[src/rtl/codeseq_bit_reader_pkg.sv]
// rtl/codeseq_bit_reader_pkg.sv - shared widths and state encoding for the codeseq bit reader
package codeseq_bit_reader_pkg;

    localparam int CODESEQ_AW = 16;
    localparam int CODESEQ_DW = 32;
    localparam int PEEK_W     = 16;
    localparam int FILL_W     = 7;
    localparam int LEN_W      = 5;
    localparam int COUNT_W    = 20;

    typedef enum logic {
        ST_IDLE = 1'b0,
        ST_RUN  = 1'b1
    } state_t;

endpackage

[src/rtl/codeseq_bit_reader_shift_merge.sv]
// rtl/codeseq_bit_reader_shift_merge.sv - drop consumed bits, then append a captured word above the remainder
module codeseq_shift_merge
    import codeseq_bit_reader_pkg::*;
#(
    parameter int BUF_W = 64
) (
    input  logic [BUF_W-1:0]      buffer,
    input  logic [FILL_W-1:0]     fill,
    input  logic [LEN_W-1:0]      len,
    input  logic [CODESEQ_DW-1:0] word,
    input  logic                  capture,
    output logic [BUF_W-1:0]      buffer_next,
    output logic [FILL_W-1:0]     fill_next
);

    logic [BUF_W-1:0]  shifted;
    logic [FILL_W-1:0] fill_shifted;

    // Bits above fill are always zero, so the append is a plain OR.
    always_comb begin
        shifted      = buffer >> len;
        fill_shifted = fill - {{(FILL_W-LEN_W){1'b0}}, len};
        buffer_next  = shifted;
        fill_next    = fill_shifted;
        if (capture) begin
            buffer_next = shifted | ({{(BUF_W-CODESEQ_DW){1'b0}}, word} << fill_shifted);
            fill_next   = fill_shifted + FILL_W'(CODESEQ_DW);
        end
    end

endmodule

[src/rtl/codeseq_bit_reader.sv]
// rtl/codeseq_bit_reader.sv - LSB-first bit reader streaming codeseq bytes from a word SRAM
module codeseq_bit_reader
    import codeseq_bit_reader_pkg::*;
#(
    parameter int BUF_W = 64
) (
    input  logic                  clk,
    input  logic                  rst,
    input  logic                  start,
    input  logic [CODESEQ_AW-1:0] start_addr,
    output logic                  sram_wen,
    output logic [CODESEQ_AW-1:0] sram_addr,
    input  logic [CODESEQ_DW-1:0] sram_q,
    output logic [PEEK_W-1:0]     bits_out,
    output logic                  bits_valid,
    input  logic                  consume,
    input  logic [LEN_W-1:0]      consume_len,
    output logic [COUNT_W-1:0]    bit_count,
    output logic                  err
);

    state_t                  state;
    logic [BUF_W-1:0]        buffer;
    logic [FILL_W-1:0]       fill;
    logic                    inflight;
    logic                    discard;
    logic [CODESEQ_AW-1:0]   fetch_addr;

    logic                    fetch_req;
    logic                    capture;
    logic                    len_legal;
    logic                    take;
    logic                    bad_len;
    logic [LEN_W-1:0]        shift_len;
    logic [BUF_W-1:0]        buffer_next;
    logic [FILL_W-1:0]       fill_next;

    // Only fetch when the word in flight plus the new one are guaranteed to fit.
    assign fetch_req  = (state == ST_RUN) &&
                        (({1'b0, fill} + (inflight ? 8'd32 : 8'd0)) <= 8'd32);
    assign capture    = inflight && !discard;
    assign bits_valid = (fill >= FILL_W'(PEEK_W));
    assign len_legal  = (consume_len <= LEN_W'(PEEK_W));
    assign take       = consume && bits_valid && len_legal;
    assign bad_len    = consume && bits_valid && !len_legal;
    assign shift_len  = take ? consume_len : '0;

    assign sram_wen  = 1'b0;
    assign sram_addr = fetch_addr;
    assign bits_out  = buffer[PEEK_W-1:0];

    codeseq_shift_merge #(
        .BUF_W(BUF_W)
    ) u_shift_merge (
        .buffer      (buffer),
        .fill        (fill),
        .len         (shift_len),
        .word        (sram_q),
        .capture     (capture),
        .buffer_next (buffer_next),
        .fill_next   (fill_next)
    );

    always_ff @(posedge clk) begin
        if (rst) begin
            state      <= ST_IDLE;
            buffer     <= '0;
            fill       <= '0;
            inflight   <= 1'b0;
            discard    <= 1'b0;
            fetch_addr <= '0;
            bit_count  <= '0;
            err        <= 1'b0;
        end else if (start) begin
            // Whatever the SRAM returns next cycle belongs to the old stream.
            state      <= ST_RUN;
            buffer     <= '0;
            fill       <= '0;
            inflight   <= 1'b1;
            discard    <= 1'b1;
            fetch_addr <= start_addr;
            bit_count  <= '0;
            err        <= 1'b0;
        end else begin
            case (state)
                ST_RUN: begin
                    buffer   <= buffer_next;
                    fill     <= fill_next;
                    inflight <= fetch_req;
                    discard  <= 1'b0;
                    if (fetch_req) begin
                        fetch_addr <= fetch_addr + CODESEQ_AW'(4);
                    end
                    if (take) begin
                        bit_count <= bit_count + {{(COUNT_W-LEN_W){1'b0}}, consume_len};
                    end
                    if (bad_len) begin
                        err <= 1'b1;
                    end
                end
                default: begin
                    state <= ST_IDLE;
                end
            endcase
        end
    end

endmodule

[config.mk]
export PLATFORM = sky130hd
export DESIGN_NAME = codeseq_bit_reader
export DESIGN_NICKNAME = d
export VERILOG_FILES = /design/src/rtl/codeseq_bit_reader_pkg.sv /design/src/rtl/codeseq_bit_reader_shift_merge.sv /design/src/rtl/codeseq_bit_reader.sv
export SDC_FILE = /design/constraint.sdc
export NUM_CORES = 1
export LEC_CHECK = 0
export BUFFER_PORTS_ARGS = -buffer_cell sky130_fd_sc_hd__buf_2
export CAP_MARGIN = 20
export CORE_MARGIN = 2
export CORE_UTILIZATION = 62
export DETAILED_ROUTE_END_ITERATION = 10
export HOLD_SLACK_MARGIN = 0.15
export PLACE_DENSITY_LB_ADDON = 0.12
export SETUP_SLACK_MARGIN = 0.2
export SLEW_MARGIN = 20
export SYNTH_ARGS = -nofsm -noshare
export SYNTH_HDL_FRONTEND = slang
export SYNTH_HIERARCHICAL = 1
export SYNTH_SLANG_ARGS = --single-unit
[constraint.sdc]
create_clock -name clk -period 5.95 [get_ports clk]
set_input_delay 1.19 -clock clk [delete_from_list [all_inputs] [get_ports clk]]
set_output_delay 1.19 -clock clk [all_outputs]
set_load 0.005 [all_outputs]
==> results.cfg, run 1 <==
[finish]
nNetsFinal = 1418
fillerInstances = 1604
layoutNonFillerInstCount = 1586
multiInputGateArea_um2 = 8740
regArea_um2 = 2230
drive_above_1_share = 0.239
final_util = 0.669
area_growth_pct = 6.44
diodes = 0

[worst_setup_path]
cp_common_cell = nor2_1
path_buf_inv = 3
path_class = primary input to flop
cp_slowest_stage_delay_ps = 650
cp-start-kind = primary input
critPathMaxFanout = 15
cp.required_ps = 6260
crit_chain = buf_2 -> o41ai_4 -> and3_1 -> and2_2 -> inv_2 -> ha_1 -> nor2_1 -> a21oi_1 -> xnor2_2 -> inv_2 -> nor2_1 -> a22oi_1 -> o21ai_0 -> mux2i_1 -> nor2_1
cp-end-kind = flop
cpMaxStageDelayCell = xnor2_2
critPathArrivalTime_ps = 5320
path_delay_family = simple AND/OR/NAND/NOR gates

[clocking]
cts_buffer_depth = 2
cts_tree = yes
htreeDepth = 3
cts_setup_buffers = 0
clk_pin_slew_ps = 80
cts.sinks = 111
cts_buffers = 9
cts_resized = 0
cts_hold_buffers = 0
cts-root-buf = clkbuf_16
clk_latency_ps = 360

[sta]
fin_tns_setup_ps = 0
fin_crit_ps = 5010
rsz0062_at_grt = false
fmax_mhz = 200
maxSlewViolCount = 0
slew_headroom = 0.383
final-hold-violation-count = 0
fin_skew_ps = 11.4
min_period_over_period = 0.842
finalSetupViolCount = 0
tightest_slew_ps = 926

[synth]
syn_nets = 1400
synth_edf_count = 0
synth_area_leaders = dfxtp_1 (19%), mux4_2 (18%), mux2i_1 (17%), nor2_1 (5.0%), nand2_1 (3.6%)
syn-cell-area_um2 = 11700
avgSynthCellArea_um2 = 8.81
syn_inst = 1329
synth.distinct_cells = 79
yosys.area.top_type = dfxtp_1
ys.warnings.count = 6
yosysMostFrequentCell = mux2i_1
synth_ff_type = dfxtp_1
ys_ff_latch = 111
async_flop_share = 0
synth_top_area_frac = 0.190
yosys-top-cells-count = mux2i_1 (195), nor2_1 (155), nand2_1 (113), dfxtp_1 (111), mux4_2 (92)
ys_seq_area_frac = 0.190

[grt]
antenna_found_initial = 0
grt_overflow = 0
grt_use_total = 0.385
grt_start_max_net_pins = 83
grt_pass1_vias = 10200
grt_pass1_wl_um = 60100

[die]
pin_count = 112
rows = 50
fp.dieH_um = 141
initial_core_util = 0.628
die_w_um = 141
core_um2 = 18600
die-area_um2 = 20000

[power]
p_leak_nw = 5.25
internal_power_mw = 1.22
switchingPower_mw = 0.595
power_frac_seq = 0.429
combPwrFrac = 0.237
powerDensity_nw_per_um2 = 145
ir_drop_mv = 0.143
swShare = 0.329
pwr-share-clk = 0.334

[hold_path]
hold_path.class = flop to flop

[route]
routed_wl_um = 38400
drtAntennaViolNets = 0
vias = 11100
wl_per_cell_um = 24.2
drtPass1Iterations = 6
drt-initial-drc-count = 1247
post-route-drc-count = 0
post_drt_via_cell_ratio = 7.00

[placed_design]
hpwl_um = 27900
port_buffers = 110
gp_congestion = 1.01
placed_cells = 1570

[job]
cap_violations = 0

[run_status]
status = finished, final reports clean
[flip-flops by register name, indices dropped and copies added, names as in the netlist]
register and cells:
bit_count 20, buffer 64, discard 1, err 1
fill 7, inflight 1, sram_addr 16, state 1
[power groups by stage]
| stage | Clock (mW) | Sequential [mW] | Combinational [mW] |
|---|---|---|---|
| final | 0.605 | 0.777 | 0.429 |
| after global routing | 0.642 | 0.780 | 0.453 |
| after floorplan | 0 | 0.788 | 0.283 |
| after global placement | 0 | 0.793 | 0.413 |
| after CTS | 0.613 | 0.776 | 0.419 |
| after detailed placement | 0 | 0.794 | 0.417 |
[tightest hold or removal path, stage by stage (launching register included)]
cell and delay, ps:
dfxtp_1 330, a21oi_1 40, nor2_1 80
[routing by layer]
layer	GRT usage	vias to the layer above	share of wire
li1	-	5008	-
met1	0.523	5359	0.41
met5	0	-	0
met4	0.170	0	0.052
met2	0.600	618	0.45
met3	0.0726	123	0.088
[layout by cell type, fill, tap and decap left out, types with 4 or more instances in the layout]
master,synthesis,layout
a211oi_1,18,18
a21o_1,8,8
a21oi_1,68,68
a22oi_1,8,8
a311oi_1,5,5
a31oi_1,11,11
and2_1,12,7
and2_2,0,4
and3_1,7,7
and4_1,4,4
buf_2,27,110
buf_4,27,27
clkbuf_16,0,9
dfxtp_1,111,110
ha_1,12,11
inv_1,27,26
inv_2,5,6
mux2_2,36,36
mux2i_1,195,195
mux4_2,92,92
nand2_1,113,113
nand2b_1,8,8
nand3_1,33,33
nand4_1,8,8
nor2_1,155,155
nor3_1,23,23
nor3_2,4,4
o211ai_1,25,25
o21a_1,16,16
o21ai_0,42,42
o21ai_1,6,6
o221ai_1,20,20
or2_2,8,8
or3_1,11,11
xnor2_1,23,21
xor2_1,6,6
[per-stage QoR]
stage / hold slack (ps) / setup slack (ps) / area, µm² / power (mW)
6_report: 482 / 938 / 12500 / 1.81
5_1_grt: 521 / 580 / 12500 / 1.87
4_1_cts: 486 / 1000 / 12500 / 1.81
3_5_place_dp: 467 / 622 / 12200 / 1.21
3_3_place_gp: 447 / 699 / 12200 / 1.21
2_1_floorplan: 460 / 902 / 11700 / 1.07
[final timing paths]
path | from | end | slack, ps | cells past startpoint
worst max-delay path | consume_len[1] | buffer[18] | 940 | 15
worst min-delay path | err | err | 480 | 2
worst max register to register | fill[5] | buffer[41] | 1520 | 14
worst min register to register | err | err | 480 | 2
[cell type report]
| type | instances | area share |
|---|---|---|
| clock buffer | 11 | 0.0187 |
| clock inverter | 5 | 0.00331 |
| inverter | 35 | 0.0105 |
| multi-input combinational | 1050 | 0.701 |
| sequential | 111 | 0.179 |
| tap | 234 | 0.0235 |
| timing repair buffer | 140 | 0.0645 |
[kinds of logic (layout without fill, tap and decap cells)]
family	Yosys count	count (layout)	share of synthesized area
fa+ha+maj	14	14	0.0162
mux	330	330	0.388
xor+xnor	30	30	0.0231
flops	111	111	0.190
other cells	1	1	0.000320
simple gates	411	411	0.162
buf+inv	168	191	0.0673
compound gates	264	264	0.152
(Power assumes the default switching activity.)
==> run 2, diff against run 1 <==
Settings changed: CORE_UTILIZATION 62 to 56.
Clock period 5.95 ns to 4.3 ns, I/O delays scaled along.
==> run 2 against run 1 <==
  * Via count is 6.1% higher
  * Setup slack worse by 720 ps
  * Flip-flop and latch count stayed put
  * Largest cell class unchanged
  * Register-to-register slack worse by 1200 ps
  * Sequential share of layout area is 1.9 points lower
  * Sequential power is 39% higher
  * First-iteration DRC count is 8.1% higher
  * Combinational power is 68% higher
  * Critical path type unchanged
==> results.cfg, run 2 (synthesis results as in run 1) <==
[run_status]
status = finished, final reports clean

[grt]
grt_use_total = 0.361
antenna_found_initial = 0
grt_overflow = 0
grt_pass1_vias = 11100
grt_start_max_net_pins = 76
grt_pass1_wl_um = 62500

[route]
vias = 11800
drtAntennaViolNets = 0
drtPass1Iterations = 5
drt-initial-drc-count = 1348
post_drt_via_cell_ratio = 6.59
wl_per_cell_um = 22.4
routed_wl_um = 40100
post-route-drc-count = 0

[die]
die_w_um = 149
rows = 52
pin_count = 112
initial_core_util = 0.575
fp.dieH_um = 149
die-area_um2 = 22100
core_um2 = 20400

[sta]
hold_ws_ps = 483
min_period_over_period = 0.949
final-hold-violation-count = 0
fin_crit_ps = 4080
slew_headroom = 0.458
fin_skew_ps = 15.0
rsz0062_at_grt = false
fmax_mhz = 245
tightest_slew_ps = 813
finalSetupViolCount = 0
maxSlewViolCount = 0

[worst_setup_path]
path_buf_inv = 3
reg2regPathDepth = 16
cpMaxStageDelayCell = fa_2
cp_common_cell = mux2i_1
critPathArrivalTime_ps = 4330
path_delay_family = compound AO/OA/AOI/OAI gates
cp_num_cells = 15
critPathMaxFanout = 32
cp_slowest_stage_delay_ps = 460
path_class = primary input to flop
cp-end-kind = flop
crit_chain = buf_2 -> o41ai_4 -> and3_4 -> and2_4 -> ha_2 -> fa_2 -> buf_12 -> mux4_2 -> mux2i_1 -> mux2i_1 -> buf_4 -> a21oi_1 -> o211ai_1 -> mux2i_1 -> nor2_1
cp.required_ps = 4550
cp-start-kind = primary input

[clocking]
cts.sinks = 111
clk_pin_slew_ps = 90
htreeDepth = 3
clk_latency_ps = 370
cts_hold_buffers = 0
cts_buffer_depth = 2
cts_buffers = 9
cts-root-buf = clkbuf_16
cts_tree = yes

[hold_path]
hold_path_depth = 2
hold_path.class = flop to flop

[placed_design]
placed_cells = 1770
hpwl_um = 30100
place_area_um2 = 13600
gp_congestion = 1.02
port_buffers = 110

[power]
swShare = 0.328
powerDensity_nw_per_um2 = 191
combPwrFrac = 0.270
total_power_mw = 2.67
p_leak_nw = 6.09
internal_power_mw = 1.80
power_frac_seq = 0.405
pwr-share-clk = 0.325
switchingPower_mw = 0.876
ir_drop_mv = 0.187

[finish]
final_util = 0.686
fillerInstances = 1703
layout_commonest_cell = mux2i_1
largest_reg_flops = 64
drive_above_1_share = 0.338
regArea_um2 = 2230
layout_common_cells = mux2i_1 (191), buf_4 (185), nor2_1 (151)
multiInputGateArea_um2 = 8860
diodes = 0
area_growth_pct = 19.3
final_cell_area_um2 = 14000
layoutNonFillerInstCount = 1787
nNetsFinal = 1583
regMostFlops = buffer

[job]
cap_violations = 0
==> run 2: metal layers <==
| layer | wire (µm) | track usage | up-vias |
|---|---|---|---|
| li1 | - | - | 5336 |
| met1 | 16100 | 0.485 | 5598 |
| met2 | 18500 | 0.588 | 712 |
| met3 | 3470 | 0.0420 | 136 |
| met4 | 1970 | 0.165 | 0 |
| met5 | 0 | 0 | - |
==> run 2: path summary, 6_finish.rpt <==
check / from / to / slack (ps)
setup / recovery: consume_len[1] / buffer[42] / 220
hold / removal: err / err / 480
setup reg to reg: fill[4] / buffer[48] / 350
hold reg to reg: err / err / 480
==> run 2: final cells by class <==
cell class                 count  area share
sequential                   111       0.159
tap                          270      0.0242
inverter                      35      0.0101
timing repair buffer         305       0.152
multi-input combinational   1050       0.634
clock inverter                 7     0.00430
clock buffer                   9      0.0161
==> run 2: what timing repair did <==
item / 4_1_cts / 5_1_grt
gates resized for setup: 0 / 18
endpoints found under the hold margin: 0 / 0
setup endpoints to repair: 0 / 24
buffers inserted: 0 / 1
==> run 2: power by group through the flow <==
| stage | logic [mW] | registers, mW | clock network [mW] |
|---|---|---|---|
| 2_1_floorplan | 0.405 | 1.09 | 0 |
| 3_3_place_gp | 0.689 | 1.10 | 0 |
| 3_5_place_dp | 0.694 | 1.11 | 0 |
| 4_1_cts | 0.698 | 1.08 | 0.884 |
| 5_1_grt | 0.758 | 1.09 | 0.925 |
| 6_report | 0.720 | 1.08 | 0.869 |
==> run 2: per-stage QoR <==
step / TNS, ps / setup WS [ps]
global placement: -370 / -108
detailed placement: -807 / -136
global route: 0 / 184
floorplan: 0 / 196
finish: 0 / 218
CTS: 0 / 234
==> run 2: worst reg2reg max path: stages (launching register included) <==
cell and delay [ps]:
dfxtp_1 330, or3_1 440, and3_4 210, and2_4 150, ha_2 180, fa_2 560
buf_12 200, clkinv_1 240, buf_4 210, a21oi_1 210, a21o_1 260, mux2i_2 120
a32oi_1 210, o21ai_0 150, buf_4 170, mux2i_1 120, nor2_1 70
==> run 3, diff against run 2 <==
Settings changed: ABC_AREA from default to 1, CTS_CLUSTER_DIAMETER from default to 40, RECOVER_POWER from default to 50.
==> run 3 against run 2 <==
  * The flow now finishes with violations (max-capacitance violations, max-slew violations)
  * Count of clock-buffer cells in the layout rose by 2
  * Clock skew barely moved
  * Clock power is 2.8% lower
  * Combinational power up 50%
  * Flip-flop and latch count unchanged
  * Global-route usage increased by 2.2 points
  * Sequential share of layout area increased by 2.0 points
  * Sequential power about the same
  * First-iteration DRC count up 72%
  * Power grew 13%
  * Via count is 29% higher
  * Routed wire length increased by 8.1%
  * Critical path type unchanged
==> results.cfg, run 3 <==
[placed_design]
dpl_worst_slack_ps = 135
gp_congestion = 1.04
hpwl_um = 30500
port_buffers = 110

[worst_setup_path]
critPathMaxFanout = 20
cp_slowest_stage_delay_ps = 530
cp-end-kind = flop
cp_num_cells = 22
cp-start-kind = primary input
cpMaxStageDelayCell = nor2_4
cp_common_cell = nand2_1
cp.required_ps = 4600
rrSetupSlack_ps = 520
path_class = primary input to flop
critPathArrivalTime_ps = 4140
crit_chain = buf_2 -> nor2_1 -> nand2_1 -> nand2_1 -> inv_2 -> nor2_1 -> inv_1 -> nor2_2 -> inv_2 -> ha_1 -> inv_2 -> nor2_1 -> nand3_1 -> nand3_1 -> nand2_1 -> nand2_4 -> nand2_4 -> nor2_4 -> nand2_1 -> nand3_1 -> nand2_1 -> a21oi_1
path_buf_inv = 5
path_delay_family = simple AND/OR/NAND/NOR gates
reg2regPathDepth = 20

[route]
vias = 15200
drtAntennaViolNets = 0
drtPass1Iterations = 7
wl_per_cell_um = 17.9
drt-initial-drc-count = 2313
routed_wl_um = 43300
post_drt_via_cell_ratio = 6.28
post-route-drc-count = 0

[synth]
yosysMostFrequentCell = nand2_1
syn_inst = 2148
synth_area_leaders = nand3_1 (27%), nand2_1 (22%), dfxtp_1 (19%), a21oi_1 (4.5%), nor2_1 (3.7%)
synth_top_area_frac = 0.268
avgSynthCellArea_um2 = 5.46
ys_seq_area_frac = 0.190
yosys-top-cells-count = nand2_1 (695), nand3_1 (627), nor2_1 (115), dfxtp_1 (111), a21oi_1 (105)
ys_ff_latch = 111
syn_nets = 2219
synth_edf_count = 0
async_flop_share = 0
yosys.area.top_type = nand3_1
syn-cell-area_um2 = 11700
synth_ff_type = dfxtp_1
ys.warnings.count = 6
synth.distinct_cells = 40

[clocking]
cts_hold_buffers = 0
cts_buffer_depth = 2
cts_tree = yes
htreeDepth = 3
cts_buffers = 9
clk_latency_ps = 380
cts-root-buf = clkbuf_16
cts.sinks = 111
clk_pin_slew_ps = 70

[sta]
fmax_mhz = 260
fin_tns_setup_ps = 0
finalSetupViolCount = 0
worst_slack_ps = 459
min_period_over_period = 0.893
tightest_slew_ps = 1690
slew_headroom = -0.124
rsz0062_at_grt = true
maxSlewViolCount = 75
fin_skew_ps = 14.8
fin_crit_ps = 3840
hold_ws_ps = 470
final-hold-violation-count = 0

[die]
core_um2 = 20400
pin_count = 112
initial_core_util = 0.576
die-area_um2 = 22100
die_w_um = 149
fp.dieH_um = 149
rows = 52

[grt]
grt_start_max_net_pins = 101
grt_use_total = 0.383
grt_pass1_wl_um = 68200
grt_pass1_vias = 13200
antenna_found_initial = 0
grt_overflow = 0

[finish]
area_growth_pct = 5.89
regMostFlops = buffer
layout_common_cells = nand2_1 (695), nand3_1 (628), nor2_1 (112)
layout_commonest_cell = nand2_1
nNetsFinal = 2215
drive_above_1_share = 0.0917
diodes = 0
fillerInstances = 2171
multiInputGateArea_um2 = 8350
largest_reg_flops = 64
regArea_um2 = 2220

[run_status]
status = complete, but fails checks
violations = max-capacitance violations, max-slew violations

[hold_path]
hold_path_depth = 2
hold_path.class = flop to flop

[power]
p_leak_nw = 5.51
ir_drop_mv = 0.207
powerDensity_nw_per_um2 = 243

[job]
cap_violations = 1
## run 3: cell count changes after synthesis, sizes merged, moves of 20 or more
| cell | change |
|---|---|
| nand3 | +596 |
| nand2 | +588 |
| mux2i | -195 |
| mux4 | -94 |
| inv | +72 |
| buf | +52 |
| mux2 | -41 |
| a21oi | +38 |
| nor2 | -33 |
| clkbuf | -22 |
| nand4 | +22 |
| o21ai | +20 |
| o221ai | -20 |
## run 3: layer usage
metal  vias up  GRT usage  wire (µm)
li1       7191          -          -
met1      6778      0.505      16800
met2      1043      0.595      18700
met3       175     0.0678       5190
met4         0      0.213       2600
met5         -          0          0
## run 3: worst paths after layout
kind | from | end
worst max-delay path | consume_len[1] | buffer[14]
worst min register to register | buffer[24] | buffer[24]
worst max register to register | fill[5] | buffer[14]
worst min-delay path | buffer[24] | buffer[24]
## run 3: logic make-up after synthesis
| kind of cell | Yosys count | synth area share |
|---|---|---|
| simple gates | 1522 | 0.578 |
| flops | 111 | 0.190 |
| xor+xnor | 15 | 0.0112 |
| compound gates | 217 | 0.103 |
| fa+ha+maj | 14 | 0.0162 |
| other cells | 1 | 0.000320 |
| buf+inv | 268 | 0.102 |
## run 3: cell type report
| type | count | share of cell area |
|---|---|---|
| Inverter | 105 | 0.0317 |
| Clock inverter | 5 | 0.00282 |
| Tap cell | 270 | 0.0272 |
| Timing Repair Buffer | 147 | 0.0679 |
| Clock buffer | 11 | 0.0187 |
| Sequential cell | 111 | 0.179 |
| Multi-Input combinational cell | 1770 | 0.673 |
## run 3: tightest hold or removal path, delay by kind of cell, from the launching register on
family	cells	cell delay, ps
simple gates	1	60
compound gates	1	50
flops	1	320
## run 3: metrics by stage
stage | power, mW | utilization | cells | instance area (µm²)
after detailed placement | 2.13 | 0.596 | 2397 | 12100
final | 3.01 | 0.610 | 2419 | 12400
after floorplan | 1.83 | - | 2148 | 11700
after global placement | 2.13 | 0.596 | 2397 | 12100
after global routing | 3.14 | 0.610 | 2419 | 12400
after CTS | 2.96 | 0.610 | 2413 | 12400
## run 3: where the power goes
group	switching, mW	leakage (nW)	internal [mW]
combinational	0.764	4.48	0.318
sequential	0.0329	0.900	1.06
clock	0.449	0.129	0.396
## run 3: timing repair
action	4_1_cts	5_1_grt
gates resized for setup	0	2
setup endpoints to repair	0	24
setup buffers	0	5
